## config.mk

```make
export PLATFORM = sky130hd
export DESIGN_NAME = fp_operand_prep
export DESIGN_NICKNAME = d
export VERILOG_FILES = /design/src/rtl/fp_pkg.sv /design/src/rtl/fp_unpack.sv /design/src/rtl/fp_operand_prep.sv
export SDC_FILE = /design/constraint.sdc
export NUM_CORES = 1
export LEC_CHECK = 0
export CAP_MARGIN = 30
export CORE_MARGIN = 1
export CORE_UTILIZATION = 35
export CTS_CLUSTER_DIAMETER = 200
export DETAILED_ROUTE_END_ITERATION = 10
export PLACE_DENSITY = 0.69
export SETUP_SLACK_MARGIN = 0.02
export SLEW_MARGIN = 20
export SYNTH_ARGS = -nofsm -noshare
export SYNTH_HDL_FRONTEND = slang
export SYNTH_SLANG_ARGS = --single-unit
```

## constraint.sdc

```tcl
create_clock -name clk -period 2.8 [get_ports clk]
set_clock_uncertainty 0.15 [all_clocks]
set_input_delay 0.28 -clock clk [delete_from_list [all_inputs] [get_ports clk]]
set_output_delay 0.28 -clock clk [all_outputs]
set_load 0.05 [all_outputs]
```

## src/rtl/fp_pkg.sv

```systemverilog
// fp_pkg: single-precision field widths, bias, special-class encoding and the stage payload type
package fp_pkg;
  localparam int EXP_W = 8;
  localparam int FRAC_W = 23;
  localparam int BIAS = 127;
  localparam logic [EXP_W-1:0] EXP_MAX = EXP_W'(2 * BIAS + 1);
  typedef enum logic [1:0] {
    SP_NORMAL = 2'b00,
    SP_ZERO   = 2'b01,
    SP_INF    = 2'b10,
    SP_NAN    = 2'b11
  } special_e;
  typedef struct packed {
    logic              sa;
    logic              sb;
    logic [EXP_W-1:0]  ea;
    logic [EXP_W-1:0]  eb;
    logic [FRAC_W:0]   ma;
    logic [FRAC_W:0]   mb;
    special_e          special;
  } pair_t;
endpackage

```

## src/rtl/fp_unpack.sv

```systemverilog
// fp_unpack: combinational unpack of one operand (x in; sign, effective exponent, significand with hidden bit, zero/inf/nan flags out)
module fp_unpack
  import fp_pkg::*;
(
  input  logic [31:0]      x,
  output logic             sign,
  output logic [EXP_W-1:0] exp_eff,
  output logic [FRAC_W:0]  man,
  output logic             is_zero,
  output logic             is_inf,
  output logic             is_nan
);
  logic [EXP_W-1:0]  e;
  logic [FRAC_W-1:0] f;
  logic              hidden;
  always_comb begin
    e = x[30:23];
    f = x[22:0];
    hidden = |e;
    sign = x[31];
    exp_eff = hidden ? e : EXP_W'(1);
    man = {hidden, f};
    is_zero = !hidden && f == '0;
    is_inf = e == EXP_MAX && f == '0;
    is_nan = e == EXP_MAX && f != '0;
  end
endmodule

```

## src/rtl/fp_operand_prep.sv

```systemverilog
// fp_operand_prep: 2-stage add/sub operand prep (in_valid/in_ready/a/b/opcode in; out_valid/out_ready, big/small sign/exp/significand, exp_diff, swap, special out)
module fp_operand_prep
  import fp_pkg::*;
(
  input  logic              clk,
  input  logic              rst_n,
  input  logic              in_valid,
  output logic              in_ready,
  input  logic [31:0]       a,
  input  logic [31:0]       b,
  input  logic              opcode,
  output logic              out_valid,
  input  logic              out_ready,
  output logic              sa,
  output logic              sb,
  output logic [EXP_W-1:0]  ea,
  output logic [EXP_W-1:0]  eb,
  output logic [FRAC_W:0]   ma,
  output logic [FRAC_W:0]   mb,
  output logic [EXP_W-1:0]  exp_diff,
  output logic              swap,
  output logic [1:0]        special
);
  logic             a_sign, b_sign, a_zero, b_zero, a_inf, b_inf, a_nan, b_nan;
  logic [EXP_W-1:0] a_exp, b_exp;
  logic [FRAC_W:0]  a_man, b_man;
  logic             b_sign_eff, b_big, s2_en, s2_load;
  logic             s1_valid_q, s1_valid_d, s2_valid_q, s2_valid_d;
  logic             swap_q, swap_d;
  logic [EXP_W-1:0] exp_diff_q, exp_diff_d;
  special_e         cls;
  pair_t            pair_new, pair_sw, s1_q, s1_d, s2_q, s2_d;
  fp_unpack u_a (
    .x(a), .sign(a_sign), .exp_eff(a_exp), .man(a_man),
    .is_zero(a_zero), .is_inf(a_inf), .is_nan(a_nan)
  );
  fp_unpack u_b (
    .x(b), .sign(b_sign), .exp_eff(b_exp), .man(b_man),
    .is_zero(b_zero), .is_inf(b_inf), .is_nan(b_nan)
  );
  always_comb begin
    b_sign_eff = b_sign ^ opcode;
    cls = (a_nan || b_nan || (a_inf && b_inf && a_sign != b_sign_eff)) ? SP_NAN :
          (a_inf || b_inf) ? SP_INF :
          (a_zero && b_zero) ? SP_ZERO : SP_NORMAL;
    pair_new = '{sa: a_sign, sb: b_sign_eff, ea: a_exp, eb: b_exp, ma: a_man, mb: b_man, special: cls};
    s2_en = !s2_valid_q || out_ready;
    in_ready = !s1_valid_q || s2_en;
    s1_valid_d = in_ready ? in_valid : s1_valid_q;
    s1_d = (in_valid && in_ready) ? pair_new : s1_q;
    b_big = {s1_q.eb, s1_q.mb} > {s1_q.ea, s1_q.ma};
    pair_sw = b_big ? '{sa: s1_q.sb, sb: s1_q.sa, ea: s1_q.eb, eb: s1_q.ea, ma: s1_q.mb, mb: s1_q.ma, special: s1_q.special} : s1_q;
    s2_load = s2_en && s1_valid_q;
    s2_valid_d = s2_en ? s1_valid_q : s2_valid_q;
    s2_d = s2_load ? pair_sw : s2_q;
    swap_d = s2_load ? b_big : swap_q;
    exp_diff_d = s2_load ? pair_sw.ea - pair_sw.eb : exp_diff_q;
  end
  always_ff @(posedge clk or negedge rst_n) begin
    if (!rst_n) begin
      s1_valid_q <= 1'b0;
      s2_valid_q <= 1'b0;
      s1_q <= '0;
      s2_q <= '0;
      swap_q <= 1'b0;
      exp_diff_q <= '0;
    end else begin
      s1_valid_q <= s1_valid_d;
      s2_valid_q <= s2_valid_d;
      s1_q <= s1_d;
      s2_q <= s2_d;
      swap_q <= swap_d;
      exp_diff_q <= exp_diff_d;
    end
  end
  assign out_valid = s2_valid_q;
  assign sa = s2_q.sa;
  assign sb = s2_q.sb;
  assign ea = s2_q.ea;
  assign eb = s2_q.eb;
  assign ma = s2_q.ma;
  assign mb = s2_q.mb;
  assign special = s2_q.special;
  assign swap = swap_q;
  assign exp_diff = exp_diff_q;
endmodule

```

==> metrics.md, run 1 <==
| Metric | Value |
|---|---|
| Slew headroom | 0.604 |
| Initial antenna violation count | 1 |
| Worst IR Drop VDD | 0.435 mV |
| Vias in the first global route | just under 7000 |
| Max-Cap Viols | 0 |
| Failing checks | setup timing |
| H-tree depth | 4 |
| Pwr/cell area | between 900 and 1000 mW/mm^2 |
| Clk_lat worst skew | 0.44 ns |
| Detail Route Antenna Nets | 0 |
| Commonest non-fill, non-tap cell in the layout | dfrtp_1 |
| CTS root buf | clkbuf_16 |
| Final min period | between 3 and 4 ns |
| CP max stage delay | approximately 0.42 ns |
| Setup CP Type | register to register |
| Worst EP arrival | about 3.4 ns |
| M1 GR Usage | 0.271 |
| Drt wl/cell | between 15 and 20 um |
| Initial Utilization | 0.362 |
| Footprint of the multi-input gates | about 0.0042 mm^2 |
| Site Rows | 52 |
| # port buffers | approximately 150 |
| Slew Viols, Final | 0 |
| Final net count | around 1100 |
| Mapped Cells | about 740 |
| Combinational cell fraction of total power | 0.528 |
| Routing usage on met3 | 0.0448 |
| Startpoint Class | register |
| Fmax | about 310 MHz |
| Crit-path cells | ha_4 -> nand4_1 -> buf_4 -> buf_6 -> nor4_4 -> buf_4 -> nor2b_4 -> o31ai_4 -> a21o_1 -> a21oi_4 -> a311oi_4 -> a311oi_4 -> buf_4 -> o21ai_2 -> o311ai_2 |
| Synth-to-Final Area Change | 61.4% |
| CP endpoint kind | register |
| GRT Util Overall | 0.208 |
| Fin crit share | 1.16 |
| Synth warnings | 0 |
| Vias per cell | roughly 5.1 |
| Clk slew on worst S/H paths | 0.07 ns |
| CP max stage cell | dfrtp_1 |
| Most frequent cells in the layout | dfrtp_1 (147), clkdlybuf4s50_1 (146), buf_4 (122) |
| Area contributors post-synth | dfrtp_1 (49%), mux2_2 (9.2%), ha_1 (5.4%) |
| Most frequent CP cell | buf_4 |
| Switching Power | between 4000 and 5000 uW |
| Register area | approximately 0.0037 mm^2 |
| Io pins | around 150 |
| DP Wirelength | 15200 um |
| DR iter-0 viols | ~360 |
| Post-Syn Area | around 0.0074 mm^2 |
| Cell-internal power | roughly 6500 uW |
| Synthesized area per cell | a little over 10 um^2 |
| Setup TNS Final | -14.55 ns |
| WP data required | just under 3 ns |
| WHS | 0.205 ns |
| Final Util | 0.584 |
| Synth top area share | 0.495 |
| CTS tree | done |
| Chip Width | 148 um |
| Die area | 0.0218 mm^2 |
| GP Congestion | ~0.82 |
| First-pass GRT wire length | approximately 35000 um |
| Worst setup margin | -0.456 ns |
| Area of placed instances | around 0.01 mm^2 |
| Status | complete, but fails checks |
| Fin. Hold Viols | 0 |
| Final setup fails | 69 |
| R2R depth | 15 |
| RSZ-0062 raised after global routing | true |
| Register area share after synthesis | 0.495 |
| Dominant synthesized flop cell | dfrtp_1 |
| Clock share of power | 0.201 |
| Post-synth EDFFs | 0 |
| Seq pwr share | 0.270 |
| Share of cells above drive strength 1 | 0.357 |
| Synthesis-stage register bit count | roughly 150 |
| Largest net degree at the start of global routing | 76 |
| Hold Path Class | input pin to asynchronous set/reset pin |
| Die boundary height | approximately 150 um |
| FFs w/ async S/R, synth | 1.00 |
| Routed WL | between 20000 and 25000 um |
| Detailed-route via count | about 6700 |
| Syn Nets | 837 |
| Detailed Routing Iterations Pass 1 | 5 |
| Deepest clock path buffer count | 2 |
| Number of clock sinks | between 100 and 150 |
| Num CTS Buffers | 17 |
| Post-Place Cells | roughly 1200 |
| GR Layer Usage met2 | 0.338 |
| Distinct cells, synth | 50 |
| Sw Ratio | 0.414 |
| Slew @ Worst Pin | about 0.6 ns |
| Area of the core | about 0.02 mm^2 |
| Area leader, netlist | dfrtp_1 |
| Number of remaining DRC errors | 0 |
| Final Non-Filler Cells | between 1000 and 1500 |
| Design area | roughly 0.012 mm^2 |
| Top Usage Layer GRT | met2 |
| CP max FO | 4 |
| GR Overflow Total | 0 |
| Leak | around 0.0052 uW |
| Fillers | between 1500 and 2000 |
-- cells in the mapped netlist, drive strengths merged (10+ instances only) --
cell type	n
dfrtp	147
nand2	102
o21ai	82
mux2	62
a21oi	50
nor2	49
inv	35
mux2i	35
ha	32
clkbuf	28
nand4	16
nor4	14
buf	10
-- power by group through the flow --
| stage | Clock (uW) | Combinational, uW | Sequential [uW] |
|---|---|---|---|
| after detailed placement | 0 | 4580 | 3000 |
| after global routing | 2360 | 6190 | 3060 |
| after floorplan | 0 | 1490 | 4330 |
| final | 2240 | 5860 | 3000 |
| after CTS | 2260 | 5110 | 2990 |
| after global placement | 0 | 4530 | 2990 |
-- path summary, 6_finish.rpt --
check | to | slack [ns] | from
hold / removal | ea[4] | 0.21 | rst_n
setup / recovery | exp_diff[5] | -0.46 | s1_q[17]
min in group clk | special[0] | 0.32 | s1_q[0]
hold reg to reg | special[0] | 0.32 | s1_q[0]
setup reg to reg | exp_diff[5] | -0.46 | s1_q[17]
max in group asynchronous | s1_q[53] | 1.54 | rst_n
-- timing repair --
action,in CTS,in global routing
setup endpoints to repair,71,72
buffers inserted,27,19
gates resized for setup,69,155
pin swaps,32,35
hold buffers,1,0
cloned,4,8
endpoints found under the hold margin,44,0
-- worst max-delay path, delay by kind of cell, from the launching register on --
family / cells / cell delay, ns
AND/OR/NAND/NOR: 3 / 0.39
flip-flops: 1 / 0.42
buffers and inverters: 4 / 0.70
adder cells (fa/ha/maj): 1 / 0.29
AO/OA/AOI/OAI: 7 / 1.16
-- per-layer routing --
metal | vias up | wire length (um)
met5 | - | 0
met4 | 0 | 684
met3 | 53 | 1180
met2 | 213 | 11200
met1 | 3259 | 10700
li1 | 3179 | -
-- kinds of logic after synthesis --
group / synth area share
xor+xnor: 0.00471
flops: 0.495
buf+inv: 0.0401
mux: 0.142
simple gates: 0.140
fa+ha+maj: 0.0539
compound gates: 0.125
-- sequential cells by signal (all words and copies together), names as in the netlist --
| register | flops |
|---|---|
| special | 2 |
| mb | 24 |
| swap | 1 |
| sa | 1 |
| s1_valid_q | 1 |
| out_valid | 1 |
| ea | 8 |
| sb | 1 |
| ma | 24 |
| exp_diff | 8 |
| eb | 8 |
| s1_q | 68 |
-- through the flow --
stage               total power (uW)  worst slack [ns]
floorplan                       5820           -0.0623
global placement                7520            -0.405
detailed placement              7580            -0.504
CTS                            10400            -0.300
global route                   11600            -0.606
finish                         11100            -0.456
-- final cells by class --
type / count / area share
clock inverters: 12 / 0.0101
clock buffers: 20 / 0.0372
diodes: 1 / 0.000209
repair buffers: 306 / 0.256
multi-input cells: 516 / 0.351
inverters: 35 / 0.0110
well taps: 270 / 0.0282
flip-flops and latches: 147 / 0.307
No activity file was read; power rests on OpenSTA's default activity.
==> run 2, diff against run 1 <==
Settings changed: CTS_CLUSTER_SIZE set to 8, PLACE_DENSITY 0.69 to 0.67.
Clock period 2.8 ns to 3 ns, I/O delays scaled along.
==> metrics.md, run 2 (synthesis results as in run 1) <==
| Metric | Value |
|---|---|
| Status | complete, but fails checks |
| Failing checks | setup timing |
| CP max stage cell | a311oi_4 |
| Share of cells above drive strength 1 | 0.306 (-0.0511) |
| Detailed Routing Iterations Pass 1 | 5 (unchanged) |
| H-tree depth | 4 (unchanged) |
| Die area | 0.0218 mm^2 (unchanged) |
| Reg-to-Reg Start | s1_q[27] |
| Worst IR Drop VDD | 0.428 mV (-1.6%) |
| Largest net degree at the start of global routing | 76 (unchanged) |
| Commonest non-fill, non-tap cell in the layout | dfrtp_1 |
| Most frequent CP cell | a311oi_4 |
| R2R depth | 14 (-1) |
| Drt wl/cell | 17.3 um (-4.9%) |
| Fin. Hold Viols | 0 (unchanged) |
| Vias in the first global route | 6218 (-7.6%) |
| Area of the core | 0.0206 mm^2 (unchanged) |
| Place WS | -0.389 ns (+0.115 ns) |
| DP Wirelength | 14800 um (-2.0%) |
| Num CTS Buffers | 17 (unchanged) |
| Max-Cap Viols | 0 (unchanged) |
| Pwr/cell area | 868 mW/mm^2 (-6.2%) |
| Final min period | 3.44 ns (+0.182 ns) |
| Hold Path Class | input pin to asynchronous set/reset pin |
| Site Rows | 52 (unchanged) |
| DR iter-0 viols | 329 (-7.6%) |
| Leak | 0.00506 uW (-2.8%) |
| Setup CP Type | register to register |
| Vias per cell | 5.05 (-1.6%) |
| Number of remaining DRC errors | 0 (unchanged) |
| CP max stage delay | 0.41 ns (about the same) |
| Initial antenna violation count | 1 (unchanged) |
| Largest register by flop count | s1_q |
| GRT Util Overall | 0.191 (-0.0168) |
| Clk slew on worst S/H paths | 0.06 ns (about the same) |
| Slew @ Worst Pin | 0.659 ns (+0.0668 ns) |
| Final setup fails | 46 (-33%) |
| Final net count | 1114 (-0.89%) |
| First-pass GRT wire length | 32400 um (-7.8%) |
| CP max FO | 5 (+1) |
| Routed WL | 22400 um (-5.7%) |
| Most frequent cells in the layout | dfrtp_1 (147), clkdlybuf4s50_1 (146), buf_4 (122) |
| Max reg flops | 68 (unchanged) |
| # port buffers | 147 (unchanged) |
| Crit-path cells | inv_2 -> ha_4 -> nor2b_1 -> o211ai_1 -> a2111oi_2 -> buf_4 -> or3_4 -> a22oi_2 -> buf_6 -> and4b_1 -> a311oi_4 -> a311oi_4 -> mux2_4 -> nand2_2 |
| Detailed-route via count | 6542 (-2.4%) |
| R2R Path End | exp_diff[6] |
| Fin crit share | 1.15 (-0.0167) |
| Worst EP arrival | 3.66 ns (+0.26 ns) |
| WHS | 0.296 ns (+0.0904 ns) |
| CTS tree | done |
| GP Congestion | 0.831 (+1.0%) |
| Die boundary height | 148 um (unchanged) |
| Slew Viols, Final | 0 (unchanged) |
| Reg-to-reg setup timing slack | -0.44 ns (+0.02 ns) |
| Chip Width | 148 um (unchanged) |
| Synth-to-Final Area Change | 53.6% |
| GR Overflow Total | 0 (unchanged) |
| Antenna Cells | 0 (-1) |
| PnR Total Power | 9910 uW (-11%) |
| CP endpoint kind | register |
| Deepest clock path buffer count | 2 (unchanged) |
| Detail Route Antenna Nets | 0 (unchanged) |
| Fillers | 1796 (+7.7%) |
| Worst setup margin | -0.438 ns (+0.0177 ns) |
| Io pins | 148 (unchanged) |
| Number of clock sinks | 147 (unchanged) |
| Startpoint Class | register |
| WP data required | 3.22 ns (+0.27 ns) |
| Clk_lat worst skew | 0.43 ns (about the same) |
| Fmax | 291 MHz (-5.3%) |
| Initial Utilization | 0.362 (unchanged) |
| CTS root buf | clkbuf_16 |
| Slew headroom | 0.561 (-0.0433) |
| RSZ-0062 raised after global routing | true |
run 2: cell types whose count changed in the layout (fill, tap and decap cells not counted), sizes merged:
cell    change
buf        -10
bufinv      -1
clkbuf      -1
diode       -1
inv         +2
run 2: worst max path at each step:
stage / from / slack (ns) / end / depth (start not counted)
after floorplan: s1_q[59] / 0.03 / exp_diff[6] / 12
after global placement: s1_q[36] / -0.32 / exp_diff[6] / 14
after detailed placement: s1_q[39] / -0.39 / exp_diff[6] / 13
after CTS: s1_q[37] / -0.25 / exp_diff[6] / 14
after global routing: s1_q[32] / -0.58 / exp_diff[6] / 15
final: s1_q[27] / -0.44 / exp_diff[6] / 14
run 2: area by class of cell:
class	instances	area (um^2)	share of cell area
Inverter	35	131	0.0115
Tap cell	270	338	0.0296
Timing Repair Buffer	296	2890	0.253
Multi-Input combinational cell	516	3830	0.335
Clock inverter	13	116	0.0102
Clock buffer	19	443	0.0388
Sequential cell	147	3680	0.322
run 2: repair_timing:
action,CTS,global route
pin swaps,13,21
setup endpoints to repair,54,67
buffers inserted,8,10
hold buffers,1,0
cloned,1,13
hold endpoints to repair,66,0
resized for setup,17,131
run 2: worst max-delay path, delay by kind of cell (launching register included):
family	cells	cell delay (ns)
AO/OA/AOI/OAI	5	1.11
AND/OR/NAND/NOR	4	0.73
buffers and inverters	3	0.43
flip-flops	1	0.40
multiplexers	1	0.34
adder cells (fa/ha/maj)	1	0.21
run 2: stage by stage:
stage	cells	util	setup TNS, ns	cell area, um^2
after floorplan	736	-	0	7470
after global placement	1231	0.487	-10.73	10000
after detailed placement	1231	0.487	-11.63	10000
after CTS	1273	0.523	-1.06	10800
after global routing	1296	0.556	-9.28	11400
final	1296	0.556	-4.34	11400
run 2: where the power goes:
group | internal, uW | leakage [uW] | total (uW) | switching (uW)
clock network | 1110 | 0.000268 | 2040 | 933
logic | 2180 | 0.00302 | 5110 | 2930
registers | 2470 | 0.00177 | 2760 | 294
run 2: per-layer routing:
layer  part of all wire  vias to the layer above  GRT usage
met5            0.00058                        -          0
met4              0.015                        2     0.0567
met3              0.055                       31     0.0404
met2               0.47                      178      0.303
met1               0.46                     3163      0.262
li1                   -                     3168          -
